**src/rtl/wishbone_rr_arbiter_if.sv**
```systemverilog
// Bundle of the per-master request/response lanes and the shared slave port.
// The arbiter uses the slave modport because it answers the masters' requests.
// The environment (masters plus downstream slave) uses the master modport.
interface wishbone_rr_arbiter_if #(
    parameter int NM = 2,
    parameter int AW = 32,
    parameter int DW = 32,
    parameter int SW = DW / 8,
    parameter int TW = 3
);
    // master-facing lanes
    logic [NM-1:0]    m_cyc;
    logic [NM-1:0]    m_stb;
    logic [NM-1:0]    m_we;
    logic [NM*TW-1:0] m_tag;
    logic [NM*SW-1:0] m_sel;
    logic [NM*AW-1:0] m_adr;
    logic [NM*DW-1:0] m_mosi;
    logic [NM*DW-1:0] m_miso;
    logic [NM-1:0]    m_ack;
    logic [NM-1:0]    m_err;

    // shared downstream slave port
    logic             s_cyc;
    logic             s_stb;
    logic             s_we;
    logic [TW-1:0]    s_tag;
    logic [SW-1:0]    s_sel;
    logic [AW-1:0]    s_adr;
    logic [DW-1:0]    s_mosi;
    logic [DW-1:0]    s_miso;
    logic             s_ack;
    logic             s_err;

    modport slave (
        input  m_cyc, m_stb, m_we, m_tag, m_sel, m_adr, m_mosi,
        output m_miso, m_ack, m_err,
        output s_cyc, s_stb, s_we, s_tag, s_sel, s_adr, s_mosi,
        input  s_miso, s_ack, s_err
    );

    modport master (
        output m_cyc, m_stb, m_we, m_tag, m_sel, m_adr, m_mosi,
        input  m_miso, m_ack, m_err,
        input  s_cyc, s_stb, s_we, s_tag, s_sel, s_adr, s_mosi,
        output s_miso, s_ack, s_err
    );
endinterface

```
**src/rtl/wishbone_rr_arbiter.sv**
```systemverilog
// Round-robin Wishbone arbiter: NM masters share one slave port.
// A grant is held for the owner's whole cyc period; a watchdog aborts
// strobes that wait too long for ack/err by returning err to the owner.
module wishbone_rr_arbiter #(
    parameter int NM      = 2,
    parameter int AW      = 32,
    parameter int DW      = 32,
    parameter int SW      = DW / 8,
    parameter int TW      = 3,
    parameter int TIMEOUT = 255
) (
    input  logic                  sys_clk,
    input  logic                  sys_rst_n,
    wishbone_rr_arbiter_if.slave  bus,
    output logic [NM-1:0]         grant,
    output logic                  timeout_evt
);
    localparam int PW = (NM > 1) ? $clog2(NM) : 1;
    localparam int CW = (TIMEOUT > 0) ? $clog2(TIMEOUT + 1) : 1;

    typedef enum logic {IDLE, BUSY} state_t;

    state_t         state_reg, state_next;
    logic [NM-1:0]  grant_reg, grant_next;
    logic [NM-1:0]  pick_onehot;
    logic [PW-1:0]  ptr_reg, ptr_next;
    logic [PW-1:0]  owner_reg, owner_next;
    logic [PW-1:0]  pick;
    logic [PW-1:0]  scan_idx;
    logic           pick_valid;
    logic           busy;
    logic           own_stb;
    logic           abort;

    assign busy    = (state_reg == BUSY);
    assign own_stb = busy & bus.m_stb[owner_reg];

    // Round-robin scan: first requester at or after ptr, wrapping modulo NM.
    always_comb begin
        pick       = '0;
        pick_valid = 1'b0;
        scan_idx   = '0;
        for (int i = 0; i < NM; i++) begin
            scan_idx = PW'((int'(ptr_reg) + i) % NM);
            if (!pick_valid && bus.m_cyc[scan_idx]) begin
                pick_valid = 1'b1;
                pick       = scan_idx;
            end
        end
    end

    genvar gi;
    generate
        for (gi = 0; gi < NM; gi++) begin : gen_lane
            assign pick_onehot[gi]          = (pick == PW'(gi));
            // Read data is broadcast; masters qualify it with their own ack.
            assign bus.m_miso[gi*DW +: DW]  = bus.s_miso;
            assign bus.m_ack[gi]            = grant_reg[gi] & bus.s_ack;
            assign bus.m_err[gi]            = grant_reg[gi] & (bus.s_err | abort);
        end
    endgenerate

    // Next-state logic: grant in IDLE, hold until owner drops cyc, then rotate ptr.
    always_comb begin
        state_next = state_reg;
        grant_next = grant_reg;
        ptr_next   = ptr_reg;
        owner_next = owner_reg;
        case (state_reg)
            IDLE: begin
                if (pick_valid) begin
                    state_next = BUSY;
                    grant_next = pick_onehot;
                    owner_next = pick;
                end
            end
            BUSY: begin
                if (!bus.m_cyc[owner_reg]) begin
                    state_next = IDLE;
                    grant_next = '0;
                    ptr_next   = (owner_reg == PW'(NM - 1)) ? '0 : owner_reg + 1'b1;
                end
            end
            default: begin
                state_next = IDLE;
                grant_next = '0;
            end
        endcase
    end

    // Arbitration state registers.
    always_ff @(posedge sys_clk or negedge sys_rst_n) begin
        if (!sys_rst_n) begin
            state_reg <= IDLE;
            grant_reg <= '0;
            ptr_reg   <= '0;
            owner_reg <= '0;
        end else begin
            state_reg <= state_next;
            grant_reg <= grant_next;
            ptr_reg   <= ptr_next;
            owner_reg <= owner_next;
        end
    end

    generate
        if (TIMEOUT > 0) begin : gen_wd
            logic [CW-1:0] wd_cnt_reg, wd_cnt_next;
            logic          stall;

            // A stall cycle is a strobe without any response; ack on the
            // limit cycle therefore suppresses the abort.
            assign stall = own_stb & ~bus.s_ack & ~bus.s_err;
            assign abort = stall & (wd_cnt_reg == CW'(TIMEOUT - 1));

            // Count consecutive stall cycles; clear on response, stb low, abort or release.
            always_comb begin
                wd_cnt_next = '0;
                if (stall && !abort && state_next == BUSY)
                    wd_cnt_next = wd_cnt_reg + 1'b1;
            end

            // Watchdog counter register.
            always_ff @(posedge sys_clk or negedge sys_rst_n) begin
                if (!sys_rst_n)
                    wd_cnt_reg <= '0;
                else
                    wd_cnt_reg <= wd_cnt_next;
            end
        end else begin : gen_no_wd
            assign abort = 1'b0;
        end
    endgenerate

    // Slave side follows the owner combinationally; all zero while idle.
    assign bus.s_cyc  = busy & bus.m_cyc[owner_reg];
    assign bus.s_stb  = own_stb & ~abort;
    assign bus.s_we   = busy & bus.m_we[owner_reg];
    assign bus.s_tag  = busy ? bus.m_tag[owner_reg*TW +: TW]  : '0;
    assign bus.s_sel  = busy ? bus.m_sel[owner_reg*SW +: SW]  : '0;
    assign bus.s_adr  = busy ? bus.m_adr[owner_reg*AW +: AW]  : '0;
    assign bus.s_mosi = busy ? bus.m_mosi[owner_reg*DW +: DW] : '0;

    assign grant       = grant_reg;
    assign timeout_evt = abort;
endmodule

```
**src/flat_wrapper.sv**
```systemverilog
// flat-port wrapper written by rule: the top's interface ports become plain ports
module wishbone_rr_arbiter_flat 
#(
    parameter int NM      = 2,
    parameter int AW      = 32,
    parameter int DW      = 32,
    parameter int SW      = DW / 8,
    parameter int TW      = 3,
    parameter int TIMEOUT = 255
)
  (sys_clk, sys_rst_n, grant, timeout_evt, bus_m_cyc, bus_m_stb, bus_m_we, bus_m_tag, bus_m_sel, bus_m_adr, bus_m_mosi, bus_m_miso, bus_m_ack, bus_m_err, bus_s_cyc, bus_s_stb, bus_s_we, bus_s_tag, bus_s_sel, bus_s_adr, bus_s_mosi, bus_s_miso, bus_s_ack, bus_s_err);
  wishbone_rr_arbiter_if #(.NM(NM), .AW(AW), .DW(DW), .SW(SW), .TW(TW)) bus_i ();
  input  logic sys_clk;
  input  logic sys_rst_n;
  output logic [NM-1:0] grant;
  output logic timeout_evt;
  input wire logic [$bits(bus_i.m_cyc)-1:0] bus_m_cyc;
  input wire logic [$bits(bus_i.m_stb)-1:0] bus_m_stb;
  input wire logic [$bits(bus_i.m_we)-1:0] bus_m_we;
  input wire logic [$bits(bus_i.m_tag)-1:0] bus_m_tag;
  input wire logic [$bits(bus_i.m_sel)-1:0] bus_m_sel;
  input wire logic [$bits(bus_i.m_adr)-1:0] bus_m_adr;
  input wire logic [$bits(bus_i.m_mosi)-1:0] bus_m_mosi;
  output wire logic [$bits(bus_i.m_miso)-1:0] bus_m_miso;
  output wire logic [$bits(bus_i.m_ack)-1:0] bus_m_ack;
  output wire logic [$bits(bus_i.m_err)-1:0] bus_m_err;
  output wire logic [$bits(bus_i.s_cyc)-1:0] bus_s_cyc;
  output wire logic [$bits(bus_i.s_stb)-1:0] bus_s_stb;
  output wire logic [$bits(bus_i.s_we)-1:0] bus_s_we;
  output wire logic [$bits(bus_i.s_tag)-1:0] bus_s_tag;
  output wire logic [$bits(bus_i.s_sel)-1:0] bus_s_sel;
  output wire logic [$bits(bus_i.s_adr)-1:0] bus_s_adr;
  output wire logic [$bits(bus_i.s_mosi)-1:0] bus_s_mosi;
  input wire logic [$bits(bus_i.s_miso)-1:0] bus_s_miso;
  input wire logic [$bits(bus_i.s_ack)-1:0] bus_s_ack;
  input wire logic [$bits(bus_i.s_err)-1:0] bus_s_err;
  assign bus_i.m_cyc = bus_m_cyc;
  assign bus_i.m_stb = bus_m_stb;
  assign bus_i.m_we = bus_m_we;
  assign bus_i.m_tag = bus_m_tag;
  assign bus_i.m_sel = bus_m_sel;
  assign bus_i.m_adr = bus_m_adr;
  assign bus_i.m_mosi = bus_m_mosi;
  assign bus_m_miso = bus_i.m_miso;
  assign bus_m_ack = bus_i.m_ack;
  assign bus_m_err = bus_i.m_err;
  assign bus_s_cyc = bus_i.s_cyc;
  assign bus_s_stb = bus_i.s_stb;
  assign bus_s_we = bus_i.s_we;
  assign bus_s_tag = bus_i.s_tag;
  assign bus_s_sel = bus_i.s_sel;
  assign bus_s_adr = bus_i.s_adr;
  assign bus_s_mosi = bus_i.s_mosi;
  assign bus_i.s_miso = bus_s_miso;
  assign bus_i.s_ack = bus_s_ack;
  assign bus_i.s_err = bus_s_err;
  wishbone_rr_arbiter #(.NM(NM), .AW(AW), .DW(DW), .SW(SW), .TW(TW), .TIMEOUT(TIMEOUT)) u_core (.sys_clk(sys_clk), .sys_rst_n(sys_rst_n), .bus(bus_i), .grant(grant), .timeout_evt(timeout_evt));
endmodule
```
**config.mk**
```make
export PLATFORM = sky130hd
export DESIGN_NAME = wishbone_rr_arbiter_flat
export DESIGN_NICKNAME = d
export VERILOG_FILES = /design/src/rtl/wishbone_rr_arbiter_if.sv /design/src/rtl/wishbone_rr_arbiter.sv /design/src/flat_wrapper.sv
export SDC_FILE = /design/constraint.sdc
export NUM_CORES = 1
export LEC_CHECK = 0
export CORE_AREA = 2 2 127 129
export CTS_CLUSTER_DIAMETER = 150
export CTS_CLUSTER_SIZE = 12
export DETAILED_ROUTE_END_ITERATION = 7
export DIE_AREA = 0 0 129 131
export PLACE_DENSITY = 0.61
export SLEW_MARGIN = 15
export SYNTH_ARGS = -nofsm -noshare
export SYNTH_HDL_FRONTEND = slang
export SYNTH_SLANG_ARGS = --single-unit
```
**constraint.sdc**
```tcl
create_clock -name sys_clk -period 1.8 [get_ports sys_clk]
set_clock_uncertainty 0.2 [all_clocks]
set_input_delay 0.36 -clock sys_clk [delete_from_list [all_inputs] [get_ports sys_clk]]
set_output_delay 0.36 -clock sys_clk [all_outputs]
set_load 0.03 [all_outputs]
```
## Yosys cells after proc, flatten, opt, wreduce, memory -nomap -nowiden

Index checks and enable logic that the tools add are counted.

- Add/subtract/negate cells: 3
- $mul: 1
- Magnitude comparators: 3
- Equality and inequality tests: 3
- Shift-type cells: 4
- Muxes and demuxes: 26
- Bitwise operators: 18
- Reductions and logical operators: 8

Operators by type and width:

| kind | count |
|---|---|
| 64-bit by 7-bit variable part select with 32-bit output | 2 |
| 32-bit 2-to-1 mux | 2 |
| 1-bit 2-to-1 mux | 17 |
| 1-bit AND | 11 |
| 8-bit by 1-bit adder with 8-bit output (second input constant) | 1 |
| 8-bit equality test (second input constant) | 1 |
| 8-bit 2-to-1 mux | 1 |
| 8-bit by 4-bit variable part select with 4-bit output | 1 |
| 1-bit by 2-bit less-than comparator with 1-bit output (second input constant) | 3 |
| 1-bit inverter | 6 |
| 2-bit AND reduction | 3 |
| 6-bit by 4-bit variable part select with 3-bit output | 1 |
| 2-bit 2-to-1 mux | 2 |
| 4-bit 2-to-1 mux | 1 |
| 2-bit one-hot mux with 2 select lines | 1 |
| 1-bit logical AND | 3 |
| 1-bit by 2-bit multiplier with 3-bit output (second input constant) | 1 |
| 3-bit 2-to-1 mux | 1 |
| 1-bit adder (second input constant) | 2 |
| 1-bit logical NOT | 2 |
| 2-bit by 1-bit != test with 1-bit output (second input constant) | 1 |
| 2-bit != test (second input constant) | 1 |
| 1-bit one-hot mux with 2 select lines | 1 |
| 1-bit bitwise OR | 1 |

- Bits in registers: 13
- Input bits: 184
- Output and inout bits: 145
- Word-level logic and storage cells: 71

## Depth between registers and ports, before layout

- Depth after elaboration: 10
- Depth in mapped cells: 6
- Depth with buffers taken out: 6

## Worst setup path after synthesis

OpenSTA, ideal clock, no wires.

- Path type: register to output
- From: register u_core.state_reg (netlist: u_core.busy)
- To: output port bus_m_err[0]
- Data arrival time: 1871 ps
- Data required time: 1240 ps
- Path slack: -631 ps
- Stages on the path, launching flop included: 5
- Path buffers: 0
- Cell sequence: dfrtp_1 > or3b_4 > nor4_4 > nor2_2 > nor2b_1

- Cells in the longest elaborated chain, start to end: 6

Ends and longest elaborated chain:

| what | RTL line | source |
|---|---|---|
| start: declaration | wishbone_rr_arbiter.sv:23 | `state_t state_reg, state_next;` |
| start signal: assignment | wishbone_rr_arbiter.sv:99 | `state_reg <= state_next;` |
| 1-bit AND | wishbone_rr_arbiter.sv:36 | `assign own_stb = busy & bus.m_stb[owner_reg];` |
| 1-bit AND (2 in a row) | wishbone_rr_arbiter.sv:113 | `assign stall = own_stb & ~bus.s_ack & ~bus.s_err;` |
| 1-bit AND | wishbone_rr_arbiter.sv:114 | `assign abort = stall & (wd_cnt_reg == CW'(TIMEOUT - 1));` |
| net timeout_evt | flat_wrapper.sv:16 | `output logic timeout_evt;` |
| 1-bit bitwise OR | wishbone_rr_arbiter.sv:59 | `assign bus.m_err[gi] = grant_reg[gi] & (bus.s_err \| abort);` |
| 1-bit AND | wishbone_rr_arbiter.sv:59 |  |
| end: declaration | flat_wrapper.sv:26 | `output wire logic [$bits(bus_i.m_err)-1:0] bus_m_err;` |

The timed path passes the listed nets, and every way through them passes these cells.

## Final worst setup path

- From: input port bus_m_stb[1]
- To: output port bus_m_err[1]

- Cells in the longest elaborated chain, start to end: 8

Ends and longest elaborated chain:

| what | RTL line | source |
|---|---|---|
| start: declaration | flat_wrapper.sv:18 | `input wire logic [$bits(bus_i.m_stb)-1:0] bus_m_stb;` |
| 1-bit 2-to-1 mux (implied by the code) (2 in a row) | wishbone_rr_arbiter.sv:36 |  |
| 1-bit AND | wishbone_rr_arbiter.sv:36 |  |
| 1-bit AND (2 in a row) | wishbone_rr_arbiter.sv:113 |  |
| 1-bit AND | wishbone_rr_arbiter.sv:114 |  |
| 1-bit bitwise OR | wishbone_rr_arbiter.sv:59 |  |
| 1-bit AND | wishbone_rr_arbiter.sv:59 |  |

No other way between the ends. The select of a mux whose other input is x is not followed.

==> metrics <==
status=finished with violations; HP Class=primary input to async pin; DRT iter0 DRCs=57; Netlist cell types=30; drc violations=0; synth top area cells=mux2i_1 32%, buf_4 21%, dfrtp_1 14%; nets@finish=~700; io pins=329; Max VDD drop=roughly 0.00038 V; first-pass iteration count of the detailed router=4; H-tree levels=1; share of cells above drive strength 1=between 40% and 50%; aggregate global-route resource usage=roughly 11%; die width=around 130 um; Die ar.=between 15,000 and 20,000 um2; synthesized area=around 2300 um2; hold slack=0.229 ns; Area Growth Syn to Fin=139%; CTS tree=done; syn nets=just under 500; initial antenna violation count=0; Max-cap violations=0; DP HPWL=~7700 um; insertion delay to the later sink of the worst-skew pair=~0.24 ns; flop and latch count out of synthesis=13; Worst Setup SP=bus_m_stb[1]; critical setup path kind=primary input to primary output; flop2flop setup slack=-0.22 ns; RR Startpoint=u_core.owner_reg$_DFFE_PN0P_; fin crit share=127%; top cell type's share of synthesized area=between 30 and 40%; Tmin final=2.28 ns; pre-CTS setup slack=-0.829 ns; PD cells=roughly 1300 nW/um2; total wire length=roughly 11,000 um; Clock transition at path regs=0.05 ns; Port Buf Inserts=~230; # clock sinks=13; first-pass GRT wire length=between 10,000 and 15,000 um; Core Box Area=around 16,000 um2; Die Y-Extent=between 100 and 150 um; Syn. warnings=0; Hold Fails Final Rpt=0; Peak Freq=about 440 MHz; Setup-failing EPs final=87; Cell Rows=46; Slew HR=slightly below 70%; Req. time, crit path=1.24 ns; routed vias=2,835; crit-path max FO=2; PnR worst setup slack=-0.478 ns; Via density=a little under 4; maximum buffer depth of the clock tree=2; Largest register FFs=8; gr ovfl total=0; Initial Util=about 15%; failing checks=setup timing; CP Capture Type=primary output; Pins Over Slew Limit=0; unrepaired setup endpoints after global routing=yes; Mapped Avg Cell Area=7.58 um2; largest net degree at the start of global routing=25; vias in the first global route=2,754; dominant cell type by area after synthesis=mux2i_1; Mapped Cells=301; Worst Tran Pin Value=0.468 ns; Routed Antenna Nets=0; sequential share of the synthesized area=~14%; Final Util=between 30% and 40%; routability cong.=0.752; diode count=0; critical path launch point type=primary input; Num CTS Buffers=3; clk root buf=clkbuf_16; Pleak=roughly 0.0024 uW; WL per Instance=approximately 15 um; crit path DAT=1.72 ns
[cells in the mapped netlist, drive strengths merged]
cell,count
nor2,78
buf,75
mux2i,74
dfrtp,13
a21oi,9
nor3,7
clkbuf,6
nand3,6
o21ai,4
inv,3
nand2,3
nor2b,3
xor2,3
a21o,2
and2,2
ha,2
or3b,2
a31oi,1
and3,1
nand2b,1
nand3b,1
nand4,1
nor4,1
o2111a,1
or2b,1
xnor2,1
[logic make-up after synthesis]
| kind of cell | share of synthesized area [%] |
|---|---|
| AOI/OAI and AO/OA | 4.28 |
| xor gates and xnor gates | 1.54 |
| buffers and inverters | 24.8 |
| adders and majority gates | 1.10 |
| muxes | 32.5 |
| DFF | 14.3 |
| and+or+nand+nor | 21.5 |
[layout make-up]
cell class              count  area, um2
clock buffers               4       78.8
fillers                  1578      10200
multi-input cells         204       1640
flip-flops and latches     13        329
well taps                 216        270
repair buffers            285       3110
inverters                   3       12.5
[what timing repair did]
item,CTS,global route
setup endpoints to repair,87,88
buffers inserted,5,5
hold endpoints to repair,0,0
pin swaps,9,7
resized for setup,83,19
gates cloned,10,1
hold buffers,0,0
[stage by stage]
step,setup TNS (ns),instance area [um2],std cells,total power (uW)
global placement,-7.94,4630,700,5120
finish,-26.45,5440,725,7170
floorplan,-1.43,2440,301,3590
detailed placement,-9.23,4630,700,5190
CTS,-25.49,5310,719,7080
global route,-31.23,5440,725,7540
[worst max-delay path, cell delays in order]
cell             delay (ns)
clkdlybuf4s50_1        0.50
mux2i_4                0.10
nor4_4                 0.31
buf_4                  0.17
nor2_4                 0.05
nor2b_4                0.10
buf_6                  0.13
[where the power goes]
group	internal (uW)	total [uW]	switching, uW
clock network	299	422	123
logic	3240	6360	3120
registers	350	393	43.5
[routing by layer]
layer	global-route usage [%]	part of all wire, %
met4	2.24	1.5
met3	3.22	8.7
met2	22.3	54
met1	12.2	36
met5	0	0
[placed cells by master, fill, tap and decap left out, types with 2 or more instances in the layout]
master / instances
nor2b_4: 2
mux2i_4: 3
xor2_1: 3
nand3_1: 5
nor2_2: 41
nand2_1: 3
buf_6: 43
nor3_2: 2
nor2_4: 3
buf_12: 12
mux2i_2: 8
a21oi_2: 2
clkbuf_16: 4
a21oi_1: 7
clkdlybuf4s50_1: 149
nor2_1: 34
dlygate4sd2_1: 2
buf_4: 63
inv_1: 2
buf_16: 13
nor3_1: 5
dfrtp_1: 12
and2_1: 2
o21ai_0: 4
a21o_1: 2
mux2i_1: 63
[path summary, 6_finish.rpt]
path                                                    endpoint  cells after the start
setup / recovery                                    bus_m_err[1]                      7
hold / removal             u_core.gen_wd.wd_cnt_reg[7]$_DFF_PN0_                      2
setup reg to reg           u_core.gen_wd.wd_cnt_reg[3]$_DFF_PN0_                      7
hold reg to reg                       u_core.ptr_reg$_DFFE_PN0P_                      2
max in group asynchronous           u_core.owner_reg$_DFFE_PN0P_                      2
min in group sys_clk                  u_core.ptr_reg$_DFFE_PN0P_                      2
Note: power is estimated with default switching activity, not from simulation.
